## config.mk

```make
export PLATFORM = sky130hd
export DESIGN_NAME = step_sequencer
export DESIGN_NICKNAME = d
export VERILOG_FILES = /design/src/rtl/step_sequencer.sv
export SDC_FILE = /design/constraint.sdc
export NUM_CORES = 1
export LEC_CHECK = 0
export CORE_UTILIZATION = 45
export DETAILED_ROUTE_END_ITERATION = 12
export GPL_TIMING_DRIVEN = 1
export PLACE_DENSITY = 0.72
export SLEW_MARGIN = 10
export SYNTH_ARGS = -nofsm -noshare
export SYNTH_HDL_FRONTEND = slang
export SYNTH_SLANG_ARGS = --single-unit
export TNS_END_PERCENT = 1
```

## constraint.sdc

```tcl
create_clock -name clk -period 5.1 [get_ports clk]
set_input_delay 1.02 -clock clk [delete_from_list [all_inputs] [get_ports clk]]
set_output_delay 1.02 -clock clk [all_outputs]
set_load 0.02 [all_outputs]
```

## src/rtl/step_sequencer.sv

```systemverilog
// Execution sequencer: turns run/step/halt button pulses into the core's one-cycle step strobe.
// Breakpoint logic is built only when STEP_SEQUENCER_BREAKPOINT_EN is defined.
module step_sequencer #(
    parameter int unsigned DIV    = 50000000,
    parameter int unsigned ADDR_W = 4
) (
    input  logic              clk,
    input  logic              rst_n,
    input  logic              run,
    input  logic              step,
    input  logic              halt,
    input  logic [ADDR_W-1:0] pc,
    input  logic [ADDR_W-1:0] bp_addr,
    input  logic              bp_valid,
    output logic              cpu_en,
    output logic              running,
    output logic              bp_hit,
    output logic [15:0]       instr_count
);

    typedef enum logic [1:0] {
        ST_HALT = 2'd0,
        ST_RUN  = 2'd1,
        ST_STEP = 2'd2
    } state_t;

    localparam logic [31:0] DIV_M1 = 32'(DIV - 1);

    state_t      state_q, state_d;
    logic [31:0] cnt_q, cnt_d;
    logic [15:0] instr_count_q;
    logic        due;
    logic        bp_stop;

`ifdef STEP_SEQUENCER_BREAKPOINT_EN
    logic skip_q, skip_d;
    logic bp_hit_q, bp_hit_d;
`else
    logic unused_bp;
    assign unused_bp = ^{bp_addr, bp_valid, pc};
`endif

    always_comb begin
        state_d = state_q;
        cnt_d   = cnt_q;
        due     = 1'b0;
        bp_stop = 1'b0;
        cpu_en  = 1'b0;
`ifdef STEP_SEQUENCER_BREAKPOINT_EN
        skip_d   = skip_q;
        bp_hit_d = bp_hit_q;
`endif
        case (state_q)
            ST_HALT: begin
                if (run) begin
                    state_d = ST_RUN;
                    cnt_d   = '0;
`ifdef STEP_SEQUENCER_BREAKPOINT_EN
                    skip_d   = 1'b1;
                    bp_hit_d = 1'b0;
`endif
                end else if (step) begin
                    state_d = ST_STEP;
`ifdef STEP_SEQUENCER_BREAKPOINT_EN
                    bp_hit_d = 1'b0;
`endif
                end
            end
            ST_STEP: begin
                cpu_en  = 1'b1;
                state_d = ST_HALT;
            end
            ST_RUN: begin
                due   = (cnt_q == DIV_M1);
                cnt_d = due ? '0 : cnt_q + 32'd1;
`ifdef STEP_SEQUENCER_BREAKPOINT_EN
                // skip lets a resume from the breakpoint address execute that instruction
                bp_stop = due && !skip_q && bp_valid && (pc == bp_addr);
`endif
                cpu_en = due && !bp_stop;
`ifdef STEP_SEQUENCER_BREAKPOINT_EN
                if (cpu_en) begin
                    skip_d = 1'b0;
                end
                if (bp_stop) begin
                    bp_hit_d = 1'b1;
                end
`endif
                if (bp_stop || halt) begin
                    state_d = ST_HALT;
                    cnt_d   = '0;
                end
            end
            default: begin
                state_d = ST_HALT;
                cnt_d   = '0;
            end
        endcase
    end

    always_ff @(posedge clk or negedge rst_n) begin
        if (!rst_n) begin
            state_q       <= ST_HALT;
            cnt_q         <= '0;
            instr_count_q <= '0;
        end else begin
            state_q <= state_d;
            cnt_q   <= cnt_d;
            if (cpu_en) begin
                instr_count_q <= instr_count_q + 16'd1;
            end
        end
    end

`ifdef STEP_SEQUENCER_BREAKPOINT_EN
    always_ff @(posedge clk or negedge rst_n) begin
        if (!rst_n) begin
            skip_q   <= 1'b0;
            bp_hit_q <= 1'b0;
        end else begin
            skip_q   <= skip_d;
            bp_hit_q <= bp_hit_d;
        end
    end
    assign bp_hit = bp_hit_q;
`else
    assign bp_hit = 1'b0;
`endif

    assign running     = (state_q == ST_RUN);
    assign instr_count = instr_count_q;

endmodule

```

==> Yosys cells after proc, flatten, opt, wreduce, memory -nomap -nowiden <==
Index checks and enable logic that the tools add are counted.
{ "word_totals": {"ff_bits": 50, "input_bits": 14, "elab_cells": 24} }
{ "classes": {"addsub": 2, "eq_ne": 6, "muxes": 9, "bitwise": 1, "n_reduce_logical": 3} }
{ "ops": {"columns": ["cell", "n"], "rows": [
  ["32-bit 2-to-1 mux", 3],
  ["32-bit case mux with 3 select lines", 1],
  ["32-bit by 1-bit adder with 32-bit output (second input constant)", 1],
  ["32-bit by 26-bit equality test with 1-bit output (second input constant)", 1],
  ["16-bit by 1-bit adder with 16-bit output (second input constant)", 1],
  ["2-bit 2-to-1 mux", 3],
  ["2-bit != test (second input constant)", 2],
  ["2-bit case mux with 2 select lines", 1],
  ["2-bit AND reduction", 2],
  ["3-bit != test (second input constant)", 1],
  ["2-bit by 1-bit equality test with 1-bit output (second input constant)", 1],
  ["2-bit equality test (second input constant)", 1],
  ["2-bit zero test", 1],
  ["1-bit case mux with 2 select lines", 1],
  ["1-bit NOT", 1]
]} }

==> Longest topological paths before layout <==
Gate-level depths: netlist of run 1.
{ "depth": {"word_depth": 4, "mapped_depth": 8, "ltp_nobuf": 7} }

==> Least setup slack after synthesis of run 1 <==
No wires, ideal clock.
{ "synth_path": {"path_kind": "reg-to-output", "startpoint": "register cnt_q[0]", "endpoint": "output port cpu_en", "arrival_time_ps": 1574, "required_time_ps": 4080, "setup_slack_ps": 2506, "path_stages_with_launch": 7, "cell_sequence": "dfrtp_1 > ha_1 > nand3_4 > nor4_4 > a41oi_2 > nand2b_4 > inv_1"} }
{ "synth_via": {"elab_chain_cells": 2} }
{ "synth_lines": {"columns": ["element", "line", "rtl"], "rows": [
  ["start: declaration", "30", "logic [31:0] cnt_q, cnt_d;"],
  ["start signal: assignment", "108", "cnt_q <= cnt_d;"],
  ["32-bit by 26-bit equality test with 1-bit output", "74", "due = (cnt_q == DIV_M1);"],
  ["1-bit case mux with 2 select lines", "53", "case (state_q)"],
  ["end: declaration", "15", "output logic cpu_en,"]
]} }
No other way between the ends.

==> Final worst setup path of run 1 <==
{ "layout_path": {"startpoint": "register cnt_q[5]", "endpoint": "output port cpu_en"} }
Same word-level chain as after synthesis.

==> results of run 1 <==
-- cells by family (layout without fill, tap and decap cells) --
kind of cell / Yosys count / count (layout) / synth area share, %
buffers and inverters: 29 / 47 / 5.15
AOI/OAI and AO/OA: 39 / 39 / 8.35
adders and majority gates: 5 / 5 / 2.22
other: 1 / 1 / 0.133
xor gates and xnor gates: 28 / 28 / 8.71
DFF: 50 / 50 / 44.4
and+or+nand+nor: 144 / 144 / 30.6
muxes: 1 / 1 / 0.400
-- worst reg2reg max path: cells and delay by family (launching register included) --
family           cells  cell delay, ps
AO/OA/AOI/OAI        1             970
flip-flops           1             540
AND/OR/NAND/NOR      4            1060
-- per-stage QoR --
stage	std cells	total power, mW
floorplan	297	0.675
global placement	382	0.756
detailed placement	382	0.761
CTS	390	1.04
global route	390	1.09
finish	390	1.03
-- routing by layer --
metal,track usage [%],vias to the layer above,wire length [µm]
met2,30.8,67,2590
li1,-,1095,-
met1,27.8,1097,2870
met5,0,-,0
met3,3.60,9,296
met4,7.32,0,99
-- sequential cells by signal, summed over array words and instances, names as in the netlist --
signal / flops
cnt_q: 32
state_q: 2
instr_count: 16
-- cell type report --
| cell class | count | area [µm²] | area share [%] |
|---|---|---|---|
| clock buffer | 5 | 68.8 | 2.18 |
| multi-input combinational | 218 | 1420 | 44.9 |
| tap | 75 | 93.8 | 2.97 |
| sequential | 50 | 1250 | 39.6 |
| timing repair buffer | 24 | 230 | 7.28 |
| clock inverter | 3 | 40.0 | 1.27 |
| inverter | 15 | 56.3 | 1.78 |
-- Yosys cell counts (4+ instances only) --
library cell,number,area (µm²)
sky130_fd_sc_hd__xnor2_1,10,87.6
sky130_fd_sc_hd__dfrtp_1,50,1250
sky130_fd_sc_hd__nor2_1,26,97.6
sky130_fd_sc_hd__xor2_1,18,158
sky130_fd_sc_hd__and4_1,4,35.0
sky130_fd_sc_hd__nor4b_1,6,52.6
sky130_fd_sc_hd__nor3b_1,4,30.0
sky130_fd_sc_hd__o21ai_0,13,65.1
sky130_fd_sc_hd__a21oi_1,13,65.1
sky130_fd_sc_hd__and3_1,4,25.0
sky130_fd_sc_hd__or3_1,9,56.3
sky130_fd_sc_hd__nand3_1,24,120
sky130_fd_sc_hd__buf_4,4,30.0
sky130_fd_sc_hd__nor3_1,8,40.0
sky130_fd_sc_hd__nor4_1,4,25.0
sky130_fd_sc_hd__nand2_1,20,75.1
sky130_fd_sc_hd__nand4_1,16,100
sky130_fd_sc_hd__ha_1,5,62.6
sky130_fd_sc_hd__inv_1,15,56.3
-- final timing paths --
| check | startpoint | to | slack (ps) | cells past startpoint |
|---|---|---|---|---|
| max | cnt_q[5] | cpu_en | 1290 | 6 |
| min | instr_count[15] | instr_count[15] | 480 | 1 |
| max reg2reg | cnt_q[5] | cnt_q[21] | 2360 | 5 |
| min reg2reg | instr_count[15] | instr_count[15] | 480 | 1 |
| max in group asynchronous | rst_n | cnt_q[22] | 3860 | 2 |
| min in group asynchronous | rst_n | cnt_q[5] | 800 | 2 |
-- power groups by stage --
stage	sequential [mW]	clock, mW	combinational (mW)
floorplan	0.467	0	0.209
global placement	0.454	0	0.302
detailed placement	0.455	0	0.306
CTS	0.448	0.289	0.306
global route	0.452	0.303	0.333
finish	0.448	0.280	0.302
==> run summary, run 1 <==
The total number of nets in the final design is 333. The clock tree skew after final layout is 10.4 ps. The internal power component came out at 0.672 mW.

The number of standard-cell rows in the floorplan came out at 28. The net switching power of the design is 0.358 mW. Leaving out fill and tap cells, the most frequent cell in the layout is sky130_fd_sc_hd__dfrtp_1. The worst endpoint data arrival time is 2790 ps. In the layout the commonest cells are 50 x sky130_fd_sc_hd__dfrtp_1, 26 x sky130_fd_sc_hd__nor2_1, 24 x sky130_fd_sc_hd__nand3_1.

The delay of the slowest cell on the worst path came out at 590 ps. The portion of the post-synthesis area used by sequential elements came out at 44.4%. The pin slew with the least headroom to its limit is 1100 ps.

Across all layers, the routed design uses 2268 vias. The total global-route track usage came out at 19.9%. The part of the total power dissipated in combinational logic came out at 29.3%.

The power per standard cell area came out at 326 nW/µm². Among all stages on the critical path, the largest delay is contributed by sky130_fd_sc_hd__clkdlybuf4s50_1. The area added between synthesis and finish is 12.2%. STA classifies the critical path endpoint as an output pin.

The total iterations of the first detailed-routing run is 4. The class of the worst hold path is reg2reg. The count of input and output buffers came out at 22. The total standard cell area after synthesis is 2820 µm². The area of the core region is 5990 µm². CTS saw 50 sinks. Wires add up to 5.85 mm. The cell count after synthesis came out at 297. The peak clock frequency supported by timing is 262 MHz. The die width came out at 81.1 µm.

Per report_power, the sequential group accounts for 43.5% of the total. The mean post-synth cell area is 9.48 µm². The via-per-instance ratio came out at 5.82.

The maximum fanout count along the critical path is 15. The critical path data required time is 4080 ps. The via count of the first global-routing pass is 2075.

The number of fill cells in the layout is 557. The max-cap violation count came out at 0. The total of flip-flops plus latches after synthesis is 50. In the post-route analysis, the smallest setup slack over all paths is 1290 ps. The estimated wirelength of the detail-placed design came out at 4.00 mm.

STA classifies the critical path startpoint as a flop. The number of buffers inserted by post-CTS setup repair came out at 0. The per-cell routed wire length is 15.0 µm. Gates resized during post-CTS repair numbered 0. The count of hold buffers inserted by post-cts repair came out at 0. The total negative slack is 0 ps.

The share of total power dissipated in the clock network is 27.2%. The critical path is of the reg2out type. The leakage power came out at 1.26 nW. The layout cell share with drive strength beyond 1 came out at 6.67%.

The global-route wire length before repair came out at 9.98 mm. The floorplan step defined a die boundary enclosing 6580 µm². The number of failing setup endpoints in the final timing report is 0. The total count of max-transition violations in the final report is 0. Clock tree synthesis selected as its root buffer the cell sky130_fd_sc_hd__clkbuf_8. The total number of H-tree levels came out at 2.

The switching share of total power is 34.8%. After clock tree synthesis, the clock-pin slew on the worst setup and hold paths is 100 ps. The total number of yosys warnings came out at 0. The flow ran to the end, and the final reports show no timing, DRC or antenna violations. The number of synthesized flops with an enable pin is 0.

The fraction of the cycle the final worst path needs is 74.7%. No sink is reached through more buffers than the 2 on the longest clock path. The number of buffers created by CTS came out at 5. The fraction of synthesis flops using an asynchronous set or reset pin came out at 100%. The cell family contributing the most delay on the critical path is simple AND/OR/NAND/NOR gates. The worst-skew pair later-pin latency is 310 ps.

At the end of routability-driven placement, the weighted congestion stood at 0.805. The number of distinct library cell variants in the gate-level netlist after synthesis came out at 47. The initial utilization of the core area, before any placement, comes to 47.0%. The final routed DRC violation total is 0. The total placed instance area is 3050 µm².

The total nets after synthesis is 316. The post-route worst hold slack came out at 481 ps. The initial antenna violation count was 0. The worst path in the final design needs a cycle of 3810 ps, including I/O delays and setup. The worst slack at placement came out at 1660 ps. The signal on the critical path passes through nand2_1, nor4_4, a41oi_2, nand2b_4, inv_1, clkdlybuf4s50_1. The repair_antennas step left the layout with diodes totalling 0. The design area is 3160 µm². The total congestion overflow after global routing is 0. The post-layout utilization of the core is 52.8%. The combined buffer and inverter count along the critical path is 2. The relative slew slack came out at 26.4%. The number of violations reported at the end of detailed-routing iteration 0 came out at 139. The I/O pin count came out at 33. The maximum vdd ir drop came out at 0.000307 V. The vertical extent of the die is 81.1 µm.

The count of final hold-check violations came out at 0. The final antenna-violating net count is 0. The pin count of the biggest net entering global routing came out at 51. Setup repair after global routing left no endpoint under its margin.

The most used flip-flop cell after synthesis is sky130_fd_sc_hd__dfrtp_1. The TritonCTS clock tree is done.
(Power assumes the default switching activity.)
==> inputs of run 2 (changes only) <==
--- a/config.mk
+++ b/config.mk
@@ -8,7 +8,7 @@
 export CORE_UTILIZATION = 45
 export DETAILED_ROUTE_END_ITERATION = 12
 export GPL_TIMING_DRIVEN = 1
-export PLACE_DENSITY = 0.72
+export PLACE_DENSITY = 0.75
 export SLEW_MARGIN = 10
 export SYNTH_ARGS = -nofsm -noshare
 export SYNTH_HDL_FRONTEND = slang
==> constraint.sdc (replaced) <==
create_clock -name clk -period 3.1 [get_ports clk]
set_input_delay 0.62 -clock clk [delete_from_list [all_inputs] [get_ports clk]]
set_output_delay 0.62 -clock clk [all_outputs]
set_load 0.02 [all_outputs]
==> run summary, run 2 (same netlist as run 1, synthesis figures left out) <==
The total count of max-transition violations in the final report is 0 (unchanged). The relative contribution of the clock network to total power came out at 27.6% (was 27.2%). The area of combinational cells with multiple inputs is 1420 µm² (unchanged).

The via-per-instance ratio is 5.79 (was 5.82). Setup repair after global routing missed its margin: no (unchanged). The final routed DRC violation total was 0 (unchanged).

The number of vias in the routed layout came to 2286 (was 2268). The net switching power of the design was 0.607 mW (was 0.358 mW). The class of the worst hold path is in2async (was reg2reg). The delay of the slowest cell on the worst path is 590 ps (about the same).

The count of final hold-check violations is 0 (unchanged). The part of the total power dissipated in combinational logic came out at 30.2% (was 29.3%). The worst endpoint data arrival time came out at 2360 ps (was 2790 ps). The minimum setup slack in the final design came out at 124 ps (was 1290 ps). The final antenna-violating net count is 0 (unchanged). The combined buffer and inverter count along the critical path came out at 2 (unchanged). The area of all sequential standard cells came out at 1250 µm² (unchanged). The cell chosen for the clock root is sky130_fd_sc_hd__clkbuf_8 (unchanged). The leakage power is 1.29 nW (was 1.26 nW).

The register containing the most flip-flops in the final layout was cnt_q (unchanged). The endpoint type of the worst setup path is an output pin (unchanged). The switching share of total power is 34.8% (about the same).

The number of standard-cell rows in the floorplan came to 28 (unchanged). The via count of the first global-routing pass came out at 2187 (was 2075). The relative slew slack came out at 40.1% (was 26.4%). The number of fill cells in the layout is 525 (was 557). Result of the run: complete, no violations (unchanged). The pin slew with the least headroom to its limit came to 890 ps (was 1100 ps).

The met1 wire length came out at 2.85 mm (was 2.87 mm). The total iterations of the first detailed-routing run came out at 4 (unchanged). The total congestion overflow after global routing came to 0 (unchanged). The routability-driven placement congestion ratio is 0.817 (was 0.805). The area added between synthesis and finish came to 13.8% (was 12.2%). The total global-route track usage is 20.5% (was 19.9%).

The post-layout utilization of the core came out at 53.5% (was 52.8%). The I/O pin count is 33 (unchanged). The maximum vdd ir drop came out at 0.000544 V (was 0.000307 V). The beginning of the critical path is cnt_q[13] (was cnt_q[5]). The launching element type of the critical path is a flop (unchanged). The worst-skew pair later-pin latency is 310 ps (about the same). The area of the core region is 5990 µm² (unchanged).

The total number of H-tree levels came to 2 (unchanged). The post-route worst hold slack came out at 324 ps (was 481 ps). The share of power burned in registers is 42.2% (was 43.5%). The estimated wirelength of the detail-placed design is 4.18 mm (was 4.00 mm). The post-cts repair resize count came to 0 (unchanged). The routed length on met2 came out at 2.80 mm (was 2.59 mm). The initial antenna violation count came to 0 (unchanged).

The effective utilization at floorplan came to 47.0% (unchanged). The register clock-pin slew on the reported worst setup and hold paths came out at 100 ps (about the same). The count of hold buffers inserted by post-cts repair was 0 (unchanged). The total power consumption of the routed design came out at 1.74 mW (was 1.03 mW). The total negative slack is 0 ps (unchanged). The die width came out at 81.1 µm (unchanged). The vertical extent of the die is 81.1 µm (unchanged). The clock tree skew after final layout is 9.46 ps (was 10.4 ps).

The TritonCTS clock tree is done (unchanged). The total number of nets in the final design came out at 338 (was 333). The number of buffers created by CTS is 5 (unchanged).

The power per standard cell area came out at 543 nW/µm² (was 326 nW/µm²). The number of violations reported at the end of detailed-routing iteration 0 is 230 (was 139). The largest buffer count on any clock path came out at 2 (unchanged).

The worst slack at placement was 392 ps (was 1660 ps). The total inserted antenna cells is 0 (unchanged). The pin count of the biggest net entering global routing came out at 29 (was 51). The clock period minus worst slack is 2980 ps. The peak clock frequency supported by timing is 336 MHz. The fraction of the cycle the final worst path needs came out at 96.0%. The clock sink total came out at 50 (unchanged). The most common cell after layout, fill and taps aside is sky130_fd_sc_hd__dfrtp_1 (unchanged). The maximum fanout count along the critical path came out at 6 (was 15). The critical path data required time is 2480 ps (was 4080 ps). The topmost layer with routed signal wires is met4 (unchanged). The standard cell with the maximum stage delay on the critical path was sky130_fd_sc_hd__clkdlybuf4s50_1 (unchanged).

The per-cell routed wire length came out at 15.1 µm (was 15.0 µm). The area of the die is 6580 µm² (unchanged). The number of failing setup endpoints in the final timing report came out at 0 (unchanged). The number of buffers inserted by post-CTS setup repair came out at 0 (unchanged). The layout cell share with drive strength beyond 1 is 8.13% (was 6.67%). The post-detailed-routing wire length came to 5.97 mm (was 5.85 mm).

The category of cells accounting for the largest share of critical-path delay is simple AND/OR/NAND/NOR gates (unchanged). Crit path cell chain: nand4_1, nor4_4, a41oi_2, nand2b_4, inv_1, clkdlybuf4s50_1 (was nand2_1, nor4_4, a41oi_2, nand2b_4, inv_1, clkdlybuf4s50_1). The type of the setup path with the least slack is reg2out (unchanged). The internal reg-to-reg setup slack is 850 ps (was 2360 ps).

The global-route wire length before repair is 10.4 mm (was 9.98 mm). Commonest non-fill, non-tap cells in the layout: 50 x sky130_fd_sc_hd__dfrtp_1, 26 x sky130_fd_sc_hd__nor2_1, 24 x sky130_fd_sc_hd__nand3_1 (unchanged). The max-cap violation count is 0 (unchanged).

The launch instance of the worst register-to-register path is state_q[1] (was cnt_q[5]). The internal power component is 1.13 mW (was 0.672 mW). The count of input and output buffers is 22 (unchanged). The flip-flop count of the largest register after layout was 32 (unchanged). The sum of met3 wire segment lengths after detailed routing came out at 276 µm (was 296 µm).
==> run 2: changes by cell type in the layout (fill, tap and decap cells not counted), sizes merged <==
| cell | before | now |
|---|---|---|
| buf | 3 | 8 |
| clkinv | 2 | 0 |
| inv | 15 | 17 |
==> run 2: power groups by stage <==
stage	clock network [mW]	registers (mW)	logic [mW]
6_report	0.481	0.735	0.526
5_1_grt	0.517	0.746	0.583
4_1_cts	0.494	0.735	0.529
3_5_place_dp	0	0.747	0.526
3_3_place_gp	0	0.747	0.521
2_1_floorplan	0	0.768	0.343
==> run 2: worst reg2reg max path, delay by kind of cell (launching register included) <==
family | cells | cell delay, ps
DFF | 1 | 380
AOI/OAI and AO/OA | 1 | 150
adders and majority gates | 1 | 210
buffers and inverters | 2 | 310
and+or+nand+nor | 4 | 1130
==> run 2: layout make-up <==
type | instances | area share [%]
inverter | 15 | 1.76
sequential | 50 | 39.0
timing repair buffer | 29 | 8.35
clock buffer | 5 | 2.15
multi-input combinational | 218 | 44.3
clock inverter | 3 | 1.48
tap | 75 | 2.93
==> run 2: worst paths after layout <==
path / endpoint / cells past startpoint
worst max-delay path: cpu_en / 6
worst min-delay path: cnt_q[9] / 1
worst max register to register: cnt_q[31] / 8
worst min register to register: instr_count[15] / 1
max in group asynchronous: cnt_q[13] / 2
min in group clk: instr_count[15] / 1
==> run 2: through the flow <==
step	instances	instance area (µm²)
after floorplan	297	2820
after global placement	387	3090
after detailed placement	387	3090
after CTS	395	3210
after global routing	395	3210
final	395	3210
==> run 2: metal layers <==
layer	vias to the layer above	global-route usage, %
li1	1108	-
met1	1111	28.4
met2	63	32.6
met3	4	4.27
met4	0	5.00
met5	-	0
==> edit 1, RTL diff (config.mk and constraints of run 2) <==
Add a define of `STEP_SEQUENCER_BREAKPOINT_EN`.
--- a/src/rtl/step_sequencer.sv
+++ b/src/rtl/step_sequencer.sv
@@ -1,5 +1,7 @@
 // Execution sequencer: turns run/step/halt button pulses into the core's one-cycle step strobe.
 // Breakpoint logic is built only when STEP_SEQUENCER_BREAKPOINT_EN is defined.
+`define STEP_SEQUENCER_BREAKPOINT_EN
+
 module step_sequencer #(
     parameter int unsigned DIV    = 50000000,
     parameter int unsigned ADDR_W = 4
Behaviour: no difference found for any inputs over 10 cycles, from zero or initial values and one cycle with rst_n low; that may be too few to reach the edited logic, so the function may still have changed.
==> edit 1 against run 2 <==
Synthesized cell count is 2.4% higher; via count is 6.2% higher; total power is 4.0% higher; core utilization is 1.5 points higher; count of clock-buffer cells in the layout stayed put; global-route usage is 1.1 points lower; first-iteration DRC count is 41% lower; setup slack better by 0.28 ns; sequential cell count is 2 higher; area after synthesis is 5.9% higher; wire length is 8.3% higher; maximum frequency is 10% higher; final area is 9.6% higher; critical path type is now in2out; critical endpoint unchanged.
==> edit 1: results (changes against run 2) <==
| Metric | Value |
|---|---|
| Outcome | `finished clean` |
| Reg-to-reg slack, setup | `0.93 ns (+0.08 ns)` |
| First-pass GRT wire length | `11.0 mm (+5.8%)` |
| Final HPWL DP | `4.74 mm (+13%)` |
| CP top delay family | `buffers and inverters` |
| Relative slew slack | `55.8% (+16 points)` |
| Delay of the slowest critical-path stage | `0.48 ns (-0.11 ns)` |
| Leak | `1.39 nW (+7.7%)` |
| Filler Cell Count | `576 (+9.7%)` |
| Worst reg2reg path endpoint | `state_q[0]` |
| Biggest register | `cnt_q` |
| Hold_ws | `0.273 ns (-0.0513 ns)` |
| Layout cells sized above 1 | `10.5% (+2.4 points)` |
| FF-to-FF Start | `cnt_q[0]` |
| Gpl congestion | `0.797 (-2.4%)` |
| Top cells by area, synth | `dfrtp_1 44%, xnor2_1 10%, nor2_1 3.1%` |
| Clk slew on worst S/H paths | `0.10 ns (about the same)` |
| R2R depth | `7 (-1)` |
| Post-synthesis net count | `323 (+2.2%)` |
| Xor and xnor area share after synthesis | `10.6% (+1.9 points)` |
| Place WS | `0.0650 ns (-0.327 ns)` |
| Post-synthesis compound-gate area fraction | `13.2% (+4.8 points)` |
| Final wirelength | `6.46 mm (+8.3%)` |
| Pin count of the biggest net entering global routing | `31 (+6.9%)` |
| Initial antenna violation count | `0 (unchanged)` |
| Total track usage | `19.4% (-1.1 points)` |
| Mux cell area share after synthesis | `0.503% (+0.10 points)` |
| Cells after DPL | `411 (+6.2%)` |
| Synth Instances | `304 (+2.4%)` |
| Starting DRT DRC Count | `136 (-41%)` |
| Post-synth top cells | `52 x dfrtp_1, 35 x xnor2_1, 25 x nor2_1, 19 x nand2_1, 15 x o21ai_0` |
| Synth Area in Adders | `2.10% (-0.12 points)` |
| Yosys cell types | `53 (+13%)` |
| Switch Pwr | `0.627 mW (+3.3%)` |
| Crit path max fanout | `2 (-4)` |
| Worst setup path start | `bp_addr[3]` |
| Final Cycle Share | `87.0% (-8.9 points)` |
| Vias | `2427 (+6.2%)` |
| NumNets Final | `360 (+6.5%)` |
| Placed Area | `3390 um2 (+9.6%)` |
| Clock skew after layout | `0.00746 ns (-0.00200 ns)` |
| Port Buffer Count | `32 (+45%)` |
| Peak VDD IR | `0.316 mV (-42%)` |
| Via/cell ratio | `5.79 (about the same)` |
| Register area share after synthesis | `43.6% (-0.80 points)` |
-- edit 1: changes by cell type after synthesis, moves of 6 or more --
cell      delta
o211ai_1     +7
nand4_1      -8
nor4b_1      -6
nor4_1       +7
xnor2_1     +25
xor2_1      -17
nand3_1     -11
or3_1        -8
-- edit 1: worst min-delay path by stage --
stage	startpoint	to	slack, ns	depth (start not counted)
floorplan	rst_n	bp_hit	0.32	0
global placement	instr_count[15]	instr_count[15]	0.47	1
detailed placement	instr_count[15]	instr_count[15]	0.47	1
CTS	rst_n	cnt_q[0]	0.29	1
global route	rst_n	cnt_q[0]	0.30	1
finish	rst_n	cnt_q[0]	0.27	1
-- edit 1: layer usage --
| metal | wire length [um] | track usage [%] | vias to the layer above |
|---|---|---|---|
| met5 | 0 | 0 | - |
| met4 | 82 | 6.93 | 0 |
| met3 | 251 | 3.08 | 6 |
| met2 | 3100 | 32.4 | 49 |
| met1 | 3040 | 25.6 | 1182 |
| li1 | - | - | 1190 |
-- edit 1: cell type report --
cell class | instances | area (um2) | share of cell area, %
Clock buffer | 5 | 68.8 | 1.96
Clock inverter | 3 | 47.5 | 1.35
Inverter | 13 | 48.8 | 1.39
Multi-Input combinational cell | 230 | 1580 | 45.0
Sequential cell | 52 | 1300 | 37.0
Tap cell | 77 | 96.3 | 2.74
Timing Repair Buffer | 39 | 370 | 10.5
-- edit 1: timing repair --
item                                    in CTS  in global routing
hold endpoints to repair                     0                  0
resized for setup                            0                  3
endpoints found under the setup margin       0                  1
hold buffers                                 0                  0
-- edit 1: power groups by stage --
stage	combinational (mW)	clock, mW	sequential (mW)
global route	0.629	0.517	0.768
floorplan	0.342	0	0.794
CTS	0.579	0.491	0.762
detailed placement	0.578	0	0.775
finish	0.573	0.476	0.763
global placement	0.560	0	0.772
==> edit 2, RTL diff (settings of run 2) <==
Made on the original files. Add an input register stage for `run`, `step` and `halt`, with the module's reset; this delays them by one clock. The other inputs are not delayed to match. Comments in the files are not updated.
--- a/src/rtl/step_sequencer.sv
+++ b/src/rtl/step_sequencer.sv
@@ -26,6 +26,22 @@
 
     localparam logic [31:0] DIV_M1 = 32'(DIV - 1);
 
+    logic run_q;
+    logic step_q;
+    logic halt_q;
+
+    always_ff @(posedge clk or negedge rst_n) begin
+        if (!rst_n) begin
+            run_q  <= '0;
+            step_q <= '0;
+            halt_q <= '0;
+        end else begin
+            run_q  <= run;
+            step_q <= step;
+            halt_q <= halt;
+        end
+    end
+
     state_t      state_q, state_d;
     logic [31:0] cnt_q, cnt_d;
     logic [15:0] instr_count_q;
@@ -52,14 +68,14 @@
 `endif
         case (state_q)
             ST_HALT: begin
-                if (run) begin
+                if (run_q) begin
                     state_d = ST_RUN;
                     cnt_d   = '0;
 `ifdef STEP_SEQUENCER_BREAKPOINT_EN
                     skip_d   = 1'b1;
                     bp_hit_d = 1'b0;
 `endif
-                end else if (step) begin
+                end else if (step_q) begin
                     state_d = ST_STEP;
 `ifdef STEP_SEQUENCER_BREAKPOINT_EN
                     bp_hit_d = 1'b0;
@@ -86,7 +102,7 @@
                     bp_hit_d = 1'b1;
                 end
 `endif
-                if (bp_stop || halt) begin
+                if (bp_stop || halt_q) begin
                     state_d = ST_HALT;
                     cnt_d   = '0;
                 end
Check against the original RTL: not equivalent (a bounded check fails within 4 cycles, from zero or initial values and one cycle with rst_n low).
==> edit 2 against run 2 <==
Worst hold slack lost 0.099 ns; final area shrank 0.47%; total power shrank 1.9%; non-clock buffer count grew 3; sequential cell count grew 3; setup slack gained 0.072 ns; wire length shrank 5.8%; area after synthesis shrank 2.0%; via count shrank 4.6%; clock skew shrank 0.00095 ns; critical path type unchanged; largest power group unchanged.
==> edit 2: results (changes against run 2) <==
| Metric | Value |
|---|---|
| Outcome | `finished clean` |
| CTS tree | `yes` |
| Initial antenna violation count | `0 (unchanged)` |
| Final HPWL DP | `4.02 mm (-3.9%)` |
| Slew @ Worst Pin | `0.888 ns (-0.00199 ns)` |
| Vias in the first global route | `2122 (-3.0%)` |
| Yosys warns | `0 (unchanged)` |
| First-pass GRT wire length | `9.82 mm (-5.7%)` |
| Post-synthesis compound-gate area fraction | `6.17% (-2.2 points)` |
| Cells after DPL | `379 (-2.1%)` |
| Post-route insts no fill | `387 (-2.0%)` |
| Vias | `2180 (-4.6%)` |
| Routed WL per cell | `14.5 um (-3.8%)` |
| H-tree levels | `2 (unchanged)` |
| Layout cells sized above 1 | `7.37% (-0.75 points)` |
| Yosys cell types | `41 (-13%)` |
| Metal2 WL | `2.61 mm (-6.7%)` |
| Mux cell area share after synthesis | `0.408% (+0.0083 points)` |
| Filler Cell Count | `549 (+4.6%)` |
| Max Fclk | `344 MHz (+2.5%)` |
| Worst reg2reg path endpoint | `cnt_q[28]` |
| Pin count of the biggest net entering global routing | `36 (+24%)` |
| Synth Area in Adders | `2.27% (+0.046 points)` |
| Biggest register | `cnt_q` |
| Post-synth top cells | `53 x dfrtp_1, 29 x nor2_1, 26 x xnor2_1, 22 x nand2_1, 18 x nand3_1` |
| Starting DRT DRC Count | `130 (-43%)` |
| CP Data Arrival Time | `2.28 ns (-0.08 ns)` |
| Reg-to-reg slack, setup | `0.64 ns (-0.21 ns)` |
| Peak VDD IR | `0.368 mV (-32%)` |
| FFs w/ async S/R, synth | `100% (unchanged)` |
| Clk slew on worst S/H paths | `0.10 ns (about the same)` |
| Gpl congestion | `0.843 (+3.2%)` |
| R2R depth | `7 (-1)` |
| CP max-delay cell | `or4_1` |
| Setup Fix Bufs, Post-CTS | `0 (unchanged)` |
| Met3 wire length | `283 um (+2.5%)` |
| Synth Instances | `285 (-4.0%)` |
| Post-synthesis net count | `304 (-3.8%)` |
| Xor and xnor area share after synthesis | `11.1% (+2.4 points)` |
| First-pass iteration count of the detailed router | `4 (unchanged)` |
| Clock skew after layout | `0.00850 ns (-0.000953 ns)` |
| Clock Path Buffers | `2 (unchanged)` |
| FF-to-FF Start | `state_q[0]` |
| Register area share after synthesis | `48.1% (+3.6 points)` |
| Top cells by area, synth | `dfrtp_1 48%, xnor2_1 8.3%, nor2_1 3.9%` |
| NumNets Final | `330 (-2.4%)` |
| Worst-Skew Late Latency | `0.31 ns (about the same)` |
| Post-synth top area share | `48.1% (+3.6 points)` |
| Place WS | `0.259 ns (-0.133 ns)` |
| Port Buffer Count | `22 (unchanged)` |
| Leak | `1.34 nW (+4.1%)` |
| Max Used Layer | `met4` |
| WL met1 | `2.68 mm (-6.1%)` |
| Placed Area | `3070 um2 (-0.53%)` |
| Crit path max fanout | `6 (unchanged)` |
| Delay of the slowest critical-path stage | `0.57 ns (-0.02 ns)` |
| Total track usage | `19.8% (-0.63 points)` |
## edit 2: where the power goes
| part | internal [mW] | total, mW | leakage (nW) | switching [mW] |
|---|---|---|---|---|
| combinational | 0.161 | 0.451 | 0.555 | 0.291 |
| sequential | 0.731 | 0.772 | 0.727 | 0.0405 |
| clock | 0.248 | 0.486 | 0.0603 | 0.239 |
## edit 2: critical path, delay by kind of cell (launching register included)
family | cells | cell delay [ns]
AO/OA/AOI/OAI | 1 | 0.43
buffers and inverters | 2 | 0.41
flip-flops | 1 | 0.45
AND/OR/NAND/NOR | 2 | 0.70
## edit 2: cells by family after synthesis
family                   count (synthesis)
multiplexers                             1
XOR/XNOR                                35
buffers and inverters                   20
AO/OA/AOI/OAI                           26
other                                    1
flip-flops                              53
AND/OR/NAND/NOR                        144
adder cells (fa/ha/maj)                  5
## edit 2: routing by layer
| layer | vias up | GRT usage (%) |
|---|---|---|
| li1 | 1069 | - |
| met5 | - | 0 |
| met3 | 6 | 3.52 |
| met4 | 0 | 5.00 |
| met1 | 1048 | 27.2 |
| met2 | 57 | 32.5 |
## edit 2: worst max path at each step
stage | start | endpoint | cells after the start
final | cnt_q[15] | cpu_en | 5
after global routing | cnt_q[15] | cpu_en | 5
after detailed placement | cnt_q[15] | cpu_en | 5
after global placement | cnt_q[15] | cpu_en | 5
after CTS | cnt_q[15] | cpu_en | 5
after floorplan | cnt_q[14] | cpu_en | 6
## edit 2: repair_timing
| action | 4_1_cts | 5_1_grt |
|---|---|---|
| endpoints found under the setup margin | 1 | 0 |
| gates resized for setup | 1 | 0 |
| endpoints found under the hold margin | 0 | 0 |
## edit 2: stage by stage
stage | hold WS (ns) | util (%)
after floorplan | 0.324 | -
after global placement | 0.459 | 51.9
after detailed placement | 0.456 | 51.9
after global routing | 0.262 | 53.9
after CTS | 0.230 | 53.9
final | 0.225 | 53.9
## edit 2: final cells by class
| type | instances | area share, % |
|---|---|---|
| multi-input cells | 212 | 41.9 |
| well taps | 75 | 2.94 |
| clock buffers | 5 | 2.16 |
| inverters | 7 | 0.824 |
| repair buffers | 32 | 9.06 |
| flip-flops and latches | 53 | 41.6 |
| clock inverters | 3 | 1.57 |
